==> config.mk <==
export PLATFORM = sky130hd
export DESIGN_NAME = lcd_spi_sequencer
export DESIGN_NICKNAME = d
export VERILOG_FILES = /design/src/rtl/spi_seq_pkg.sv /design/src/rtl/lcd_init_rom.sv /design/src/rtl/lcd_spi_sequencer.sv
export SDC_FILE = /design/constraint.sdc
export NUM_CORES = 1
export LEC_CHECK = 0
export CAP_MARGIN = 15
export CORE_UTILIZATION = 56
export CTS_CLUSTER_SIZE = 16
export DETAILED_ROUTE_END_ITERATION = 6
export PLACE_DENSITY = 0.81
export SLEW_MARGIN = 20
export SYNTH_ARGS = -nofsm -noshare
export SYNTH_HDL_FRONTEND = slang
export SYNTH_SLANG_ARGS = --single-unit
export TNS_END_PERCENT = 1
==> constraint.sdc <==
create_clock -name clk_i -period 4.5 [get_ports clk_i]
set_clock_uncertainty 0.15 [all_clocks]
set_input_delay 1.125 -clock clk_i [delete_from_list [all_inputs] [get_ports clk_i]]
set_output_delay 1.125 -clock clk_i [all_outputs]
set_load 0.01 [all_outputs]
==> src/rtl/spi_seq_pkg.sv <==
// Shared types and constants for the LCD SPI sequencer: FSM states and init ROM entry layout.
// The init ROM itself is only built when SPI_SEQ_INIT_ROM_EN is defined.
package spi_seq_pkg;

   typedef enum logic [3:0] {
      StRstHold,
      StRstWait,
      StInitFetch,
      StInitExec,
      StInitDelay,
      StReady,
      StXferStart,
      StXferWait,
      StFault
   } seq_state_e;

   // Init ROM entry: {is_delay, dc, byte}
   localparam int unsigned IS_DELAY_BIT = 9;
   localparam int unsigned DC_BIT       = 8;
   localparam int unsigned ROM_ENTRY_W  = 10;

   localparam logic [ROM_ENTRY_W-1:0] END_MARKER = 10'h200;

   localparam int unsigned INIT_ROM_DEPTH = 8;
   localparam int unsigned INIT_ROM_AW    = $clog2(INIT_ROM_DEPTH);

   function automatic int unsigned max_u(input int unsigned a, input int unsigned b);
      return (a > b) ? a : b;
   endfunction

endpackage

==> src/rtl/lcd_init_rom.sv <==
// Registered synchronous-read LCD init table; present only when SPI_SEQ_INIT_ROM_EN is defined.
// Entries are {is_delay, dc, byte}; a delay entry with byte 0 terminates the table.
`ifdef SPI_SEQ_INIT_ROM_EN
module lcd_init_rom
   import spi_seq_pkg::*;
(
   input  logic                   clk_i,
   input  logic [INIT_ROM_AW-1:0] addr_i,
   output logic [ROM_ENTRY_W-1:0] entry_o
);

   logic [ROM_ENTRY_W-1:0] entry_d, entry_q;

   always_comb begin
      entry_d = END_MARKER;
      case (addr_i)
         INIT_ROM_AW'(0): entry_d = {1'b0, 1'b0, 8'h01};  // software reset
         INIT_ROM_AW'(1): entry_d = {1'b1, 1'b0, 8'd3};   // 3 delay units
         INIT_ROM_AW'(2): entry_d = {1'b0, 1'b0, 8'h11};  // sleep out
         INIT_ROM_AW'(3): entry_d = {1'b0, 1'b0, 8'h3A};  // pixel format
         INIT_ROM_AW'(4): entry_d = {1'b0, 1'b1, 8'h55};
         INIT_ROM_AW'(5): entry_d = {1'b0, 1'b0, 8'h29};  // display on
         default:         entry_d = END_MARKER;
      endcase
   end

   always_ff @(posedge clk_i) begin
      entry_q <= entry_d;
   end

   assign entry_o = entry_q;

endmodule
`endif

==> src/rtl/lcd_spi_sequencer.sv <==
// Sequences LCD reset, init-table replay and renderer byte writes onto a single-byte SPI master.
// SPI_SEQ_INIT_ROM_EN enables panel reset and init ROM; without it the block starts in READY.
module lcd_spi_sequencer
   import spi_seq_pkg::*;
#(
   parameter int unsigned RST_CYCLES      = 1000,
   parameter int unsigned POST_RST_CYCLES = 5000,
   parameter int unsigned DELAY_UNIT      = 1000,
   parameter int unsigned TIMEOUT         = 1024
) (
   input  logic       clk_i,
   input  logic       rst_ni,
   input  logic       req_valid_i,
   input  logic       req_dc_i,
   input  logic [7:0] req_data_i,
   output logic       req_ready_o,
   output logic       init_done_o,
   output logic       busy_o,
   output logic       fault_o,
   output logic       spi_start_o,
   output logic [7:0] spi_data_o,
   input  logic       spi_done_i,
   output logic       lcd_dc_o,
   output logic       lcd_rst_no
);

   // One down-counter serves reset hold, post-reset wait, init delays and the done timeout.
   localparam int unsigned CntMax = max_u(max_u(RST_CYCLES, POST_RST_CYCLES),
                                          max_u(TIMEOUT, 255 * DELAY_UNIT));
   localparam int unsigned CntW   = $clog2(CntMax + 1);
   localparam logic [CntW-1:0] TimeoutLoad = CntW'(TIMEOUT - 1);

   seq_state_e      state_q, state_d;
   logic [CntW-1:0] cnt_q, cnt_d;
   logic            req_ready_q, req_ready_d;
   logic            init_done_q, init_done_d;
   logic            busy_q, busy_d;
   logic            fault_q, fault_d;
   logic            spi_start_q, spi_start_d;
   logic [7:0]      spi_data_q, spi_data_d;
   logic            lcd_dc_q, lcd_dc_d;

`ifdef SPI_SEQ_INIT_ROM_EN
   localparam logic [CntW-1:0] RstLoad  = CntW'(RST_CYCLES - 1);
   // The init fetch cycle is part of the post-reset wait.
   localparam logic [CntW-1:0] PostLoad = CntW'(POST_RST_CYCLES - 2);
   // Fetch/exec cycles around a delay entry are folded into its count.
   localparam int unsigned DelayOverhead = 3;
   localparam logic [ROM_ENTRY_W-1:0] EndMask = ~(ROM_ENTRY_W'(1) << DC_BIT);

   logic [INIT_ROM_AW-1:0] idx_q, idx_d;
   logic [ROM_ENTRY_W-1:0] rom_entry;
   logic                   lcd_rst_n_q, lcd_rst_n_d;
   logic [31:0]            delay_cycles;
   logic [CntW-1:0]        delay_load;
   logic                   rom_is_end;

   lcd_init_rom u_init_rom (
      .clk_i   (clk_i),
      .addr_i  (idx_d),
      .entry_o (rom_entry)
   );

   assign delay_cycles = {24'd0, rom_entry[7:0]} * DELAY_UNIT;
   assign delay_load   = (delay_cycles > 32'(DelayOverhead)) ?
                         CntW'(delay_cycles - 32'(DelayOverhead)) : '0;
   assign rom_is_end   = (rom_entry & EndMask) == END_MARKER;
   assign lcd_rst_no   = lcd_rst_n_q;
`else
   localparam logic [CntW-1:0] RstLoad = '0;

   assign lcd_rst_no = 1'b1;
`endif

   always_ff @(posedge clk_i) begin
      if (!rst_ni) begin
         state_q     <= StRstHold;
         cnt_q       <= RstLoad;
         req_ready_q <= 1'b0;
         init_done_q <= 1'b0;
         busy_q      <= 1'b1;
         fault_q     <= 1'b0;
         spi_start_q <= 1'b0;
         spi_data_q  <= 8'h00;
         lcd_dc_q    <= 1'b0;
`ifdef SPI_SEQ_INIT_ROM_EN
         idx_q       <= '0;
         lcd_rst_n_q <= 1'b0;
`endif
      end else begin
         state_q     <= state_d;
         cnt_q       <= cnt_d;
         req_ready_q <= req_ready_d;
         init_done_q <= init_done_d;
         busy_q      <= busy_d;
         fault_q     <= fault_d;
         spi_start_q <= spi_start_d;
         spi_data_q  <= spi_data_d;
         lcd_dc_q    <= lcd_dc_d;
`ifdef SPI_SEQ_INIT_ROM_EN
         idx_q       <= idx_d;
         lcd_rst_n_q <= lcd_rst_n_d;
`endif
      end
   end

   always_comb begin
      state_d     = state_q;
      cnt_d       = cnt_q;
      req_ready_d = 1'b0;
      init_done_d = init_done_q;
      fault_d     = fault_q;
      spi_start_d = 1'b0;
      spi_data_d  = spi_data_q;
      lcd_dc_d    = lcd_dc_q;
`ifdef SPI_SEQ_INIT_ROM_EN
      idx_d       = idx_q;
      lcd_rst_n_d = lcd_rst_n_q;
`endif

      case (state_q)
         StRstHold: begin
`ifdef SPI_SEQ_INIT_ROM_EN
            if (cnt_q == '0) begin
               state_d     = StRstWait;
               lcd_rst_n_d = 1'b1;
               cnt_d       = PostLoad;
            end else begin
               cnt_d = cnt_q - CntW'(1);
            end
`else
            state_d     = StReady;
            init_done_d = 1'b1;
            req_ready_d = 1'b1;
`endif
         end
`ifdef SPI_SEQ_INIT_ROM_EN
         StRstWait: begin
            if (cnt_q == '0) begin
               state_d = StInitFetch;
               idx_d   = '0;
            end else begin
               cnt_d = cnt_q - CntW'(1);
            end
         end
         StInitFetch: begin
            state_d = StInitExec;
            if (!rom_entry[IS_DELAY_BIT]) begin
               spi_start_d = 1'b1;
               spi_data_d  = rom_entry[7:0];
               lcd_dc_d    = rom_entry[DC_BIT];
               cnt_d       = TimeoutLoad;
            end
         end
         StInitExec: begin
            if (rom_is_end) begin
               state_d     = StReady;
               init_done_d = 1'b1;
               req_ready_d = 1'b1;
            end else if (rom_entry[IS_DELAY_BIT]) begin
               state_d = StInitDelay;
               cnt_d   = delay_load;
            end else if (spi_done_i && !spi_start_q) begin
               state_d = StInitFetch;
               idx_d   = idx_q + INIT_ROM_AW'(1);
            end else if (cnt_q == '0) begin
               state_d = StFault;
               fault_d = 1'b1;
            end else begin
               cnt_d = cnt_q - CntW'(1);
            end
         end
         StInitDelay: begin
            if (cnt_q == '0) begin
               state_d = StInitFetch;
               idx_d   = idx_q + INIT_ROM_AW'(1);
            end else begin
               cnt_d = cnt_q - CntW'(1);
            end
         end
`endif
         StReady: begin
            req_ready_d = 1'b1;
            if (req_valid_i && req_ready_q) begin
               state_d     = StXferStart;
               req_ready_d = 1'b0;
               spi_start_d = 1'b1;
               spi_data_d  = req_data_i;
               lcd_dc_d    = req_dc_i;
               cnt_d       = TimeoutLoad;
            end
         end
         StXferStart: begin
            if (cnt_q == '0) begin
               state_d = StFault;
               fault_d = 1'b1;
            end else begin
               state_d = StXferWait;
               cnt_d   = cnt_q - CntW'(1);
            end
         end
         StXferWait: begin
            if (spi_done_i) begin
               state_d     = StReady;
               req_ready_d = 1'b1;
            end else if (cnt_q == '0) begin
               state_d = StFault;
               fault_d = 1'b1;
            end else begin
               cnt_d = cnt_q - CntW'(1);
            end
         end
         StFault: begin
            state_d = StFault;
         end
         default: begin
            state_d = StRstHold;
         end
      endcase

      busy_d = !(state_d inside {StReady, StFault});
   end

   assign req_ready_o = req_ready_q;
   assign init_done_o = init_done_q;
   assign busy_o      = busy_q;
   assign fault_o     = fault_q;
   assign spi_start_o = spi_start_q;
   assign spi_data_o  = spi_data_q;
   assign lcd_dc_o    = lcd_dc_q;

endmodule

Word-level counts from Yosys, hierarchy flattened:

Index checks and enable logic that the tools add are counted.

* multiplexer cells: 16
* $add $sub $neg: 1
* reduce and logical (&&, ||, !) cells: 11
* eq/ne operators: 8

Operators with widths (count)
* $mux 18: 3
* $pmux 18 s3: 1
* $pmux 4 s5: 1
* $logic_not 18->1: 1
* $sub 18x1->18 const B: 1
* $eq 4x3->1 const B: 4
* $mux 4: 4
* $eq 4x4->1 const B: 2
* $reduce_and 2->1: 3
* $mux 1: 5
* $logic_not 4->1: 1
* $ne 2x2->1 const B: 2
* $reduce_bool 2->1: 2
* $pmux 1 s3: 1
* $reduce_and 3->1: 1
* $reduce_bool 3->1: 1
* $pmux 1 s2: 1
* $logic_and 1x1->1: 1
* $logic_not 1->1: 1

* flip-flop bits (word level): 36
* output and inout bits: 15
* input port bits: 13
* word-level logic and storage cells: 45

Depth between registers and ports, before layout:

* depth after elaboration: 7
* depth in mapped cells: 8
* mapped depth without buffers: 7

Worst setup path after synthesis:

No wires, ideal clock.

* path type: input to register
* from: input port req_valid_i
* to: register cnt_q[15]
* setup time: 0.060 ns
* stages: 6
* data required time: 4.290 ns
* arrival: 2.576 ns
* path buffers: 1
* path slack: 1.714 ns
* cells stage by stage: nor4bb_1 and2_2 buf_6 o311ai_4 or4_2 nand2_1

* cells in the longest elaborated chain, start to end: 3

Ends and longest elaborated chain
* from (decl): RTL line lcd_spi_sequencer.sv:13 `input logic req_valid_i,`
* $logic_and 1x1->1: RTL line lcd_spi_sequencer.sv:184 `if (req_valid_i && req_ready_q) begin`
* $ne 2x2->1 (no line)
* $reduce_and 3->1 (no line)
* to (signal assigned): RTL line lcd_spi_sequencer.sv:78 `cnt_q <= RstLoad;`
* to (signal assigned): RTL line lcd_spi_sequencer.sv:92 `cnt_q <= cnt_d;`
* to (decl): RTL line lcd_spi_sequencer.sv:34 `logic [CntW-1:0] cnt_q, cnt_d;`

No other way between the ends.
A chain may end at the register's enable or synchronous reset.

Worst setup path after layout:

Same ends and word-level chain as after synthesis.

==> flow_summary.json <==
{
  "wl_met1_um": 1770,
  "post-route-cell-area_um2": 2030,
  "setup_tns_ps": 0,
  "slew_viol_final": 0,
  "yosysTopAreaCell": "dfxtp_1",
  "gp_congestion": 0.899,
  "synth_enable_flop_cells": 0,
  "grtUsageTotal_pct": 24.2,
  "cp.arrival_ps": 3430,
  "cp_max_fo": 19,
  "async_flop_share_pct": 0,
  "drive_gt1_share_pct": 10.8,
  "r2r_start": "cnt_q[2]",
  "worstHoldStart": "spi_data_o[5]",
  "holdWs_ps": 317,
  "ys_ff_latch": 36,
  "drc": 0,
  "drt_iter0_drc": 58,
  "htree_levels": 2,
  "coreArea_um2": 2850,
  "ctsRootBufferMaster": "clkbuf_4",
  "routedWlPerCell_um": 14.7,
  "dieArea_um2": 3320,
  "final_nets": 236,
  "instances_no_fill": 254,
  "first_global_vias": 1412,
  "cts_made_buffers": 5,
  "cts_tree": "yes",
  "antennaDiodeCount": 0,
  "fin_crit_ps": 3280,
  "synth_cells": 199,
  "max-cap-violations": 0,
  "route.met3.wl_um": 190,
  "grt_antenna_before_repair": 0,
  "path_cells": "clkdlybuf4s50_1 -> nor4bb_1 -> and2_2 -> o311ai_4 -> or4_2 -> nand2_1",
  "row_count": 19,
  "maxSlewHeadroom_pct": 36.1,
  "cp_num_buf_inv": 1,
  "clk_pin_slew_ps": 100,
  "vias_per_cell": 6.09,
  "endpoint_kind": "flop",
  "finalWirelength_um": 3720,
  "pwr_density_cell_nw_per_um2": 362,
  "rsz0062_at_grt": "no",
  "antenna_left": 0,
  "synth_warnings": 0,
  "crit_slowest_cell": "or4_2",
  "grt_max_degree": 25,
  "cp_top_family": "simple AND/OR/NAND/NOR gates",
  "start_util_pct": 60.7,
  "synth.most_common_cell": "dfxtp_1",
  "critPathKind": "primary input to flop",
  "total_power_mw": 0.736,
  "num_vias": 1546,
  "cellLeakagePower_nw": 0.765,
  "setup_viol": 0,
  "required_ps": 4650,
  "syn_area_um2": 1730,
  "grt_pass1_wl_um": 6150,
  "yosys_most_used_dff": "dfxtp_1",
  "max_freq_mhz": 305,
  "insertion_delay_ps": 350,
  "status": "finished clean",
  "first_pass_iters": 4,
  "hold_class": "flop to flop",
  "io_buffer_count": 26,
  "netlist.area_leader.share_pct": 41.6,
  "dr_wl_met2_um": 1700,
  "clock_sinks": 36,
  "overflow": 0,
  "cts_resized": 0,
  "yosysSeqAreaShare_pct": 41.6,
  "netlist_top_cells_area": "dfxtp_1 (42%), a21oi_1 (6.4%), nand2_1 (6.3%)",
  "place_area_um2": 1970,
  "max_stage_delay_ps": 560,
  "maxUsedRoutingLayer": "met4",
  "synth_cell_types": 50,
  "hold_viol_final": 0,
  "avgSynthCellArea_um2": 8.71,
  "synth_common_cells": "dfxtp_1 (36), nand2_1 (29), a21oi_1 (22), nor2_1 (11), nor3_1 (10)",
  "fp.dieH_um": 57.6,
  "min_period_over_period_pct": 72.8,
  "cts_hold_buf": 0,
  "die_w_um": 57.6,
  "placed_cells": 246,
  "tightest_slew_ps": 959,
  "syn2layout_area_growth_pct": 17.3,
  "crit_path_start_kind": "primary input",
  "syn_nets": 213,
  "ir_drop_uv": 261,
  "cts_setup_buffers": 0,
  "pin_count": 28,
  "cts_max_path_buffers": 2,
  "crit_start": "req_valid_i",
  "dp_hpwl_um": 2660
}
-- report_power, final --
group | internal (mW) | leakage [nW] | switching (mW) | total, mW
sequential | 0.342 | 0.292 | 0.0222 | 0.364
clock | 0.0743 | 0.0380 | 0.108 | 0.182
combinational | 0.0876 | 0.436 | 0.103 | 0.190
-- final cells by class --
cell class / count / area, um^2
clock buffer: 6 / 51.3
clock inverter: 2 / 10.0
fill: 223 / 820
inverter: 4 / 15.0
multi-input combinational: 149 / 937
sequential: 36 / 721
tap: 31 / 38.8
timing repair buffer: 26 / 260
-- through the flow --
step,setup WS (ps),util [%]
after floorplan,1710,-
after global routing,1090,71.3
after CTS,1240,71.3
after detailed placement,874,69.1
after global placement,987,69.1
final,1220,71.3
-- layout by cell type, fill, tap and decap left out, types with 2 or more instances in the layout --
cell type        netlist  final
or3_2                  2      2
nand2b_1               3      3
o211ai_1               3      3
a311oi_1               3      3
nand3b_1               2      2
xor2_1                 4      4
or2_2                  2      2
or4_1                  6      6
nor2_1                11     11
dfxtp_1               36     36
clkinv_2               0      2
and3_1                 2      2
nand2_1               29     29
a211oi_1               6      6
nor3_1                10     10
a21oi_1               22     22
and2_1                 4      4
inv_1                  4      4
o21ai_0                7      7
nor4_4                 2      2
clkdlybuf4s50_1        0     26
clkbuf_4               0      5
or3_1                  4      4
-- worst reg2reg max path: cells and delay by family (launching register included) --
kind            cells  cell delay, ps
simple gates        3            1540
compound gates      2             630
flops               1             370
-- per-layer routing --
metal	track usage, %	vias to the layer above
li1	-	764
met1	30.1	726
met2	37.9	47
met3	8.04	9
met4	11.8	0
met5	0	-
-- sequential cells by signal, indices dropped and copies added, names as in the netlist --
name and count:
init_done_o 1, req_ready_o 1, spi_data_o 8, fault_o 1
spi_start_o 1, busy_o 1, cnt_q 18, lcd_dc_o 1
state_q 4
-- final timing paths --
kind	to	slack, ps	cells past startpoint
setup / recovery	cnt_q[15]	1220	6
hold / removal	spi_data_o[5]	320	2
setup reg to reg	cnt_q[4]	1720	5
hold reg to reg	spi_data_o[5]	320	2
-- kinds of logic after synthesis --
kind of cell | after synthesis | share of synthesized area, %
xor gates and xnor gates | 5 | 2.53
buffers and inverters | 14 | 4.33
AOI/OAI and AO/OA | 51 | 19.9
and+or+nand+nor | 89 | 29.5
other | 1 | 0.216
adders and majority gates | 1 | 0.722
muxes | 2 | 1.23
DFF | 36 | 41.6
Note: power is estimated with default switching activity, not from simulation.
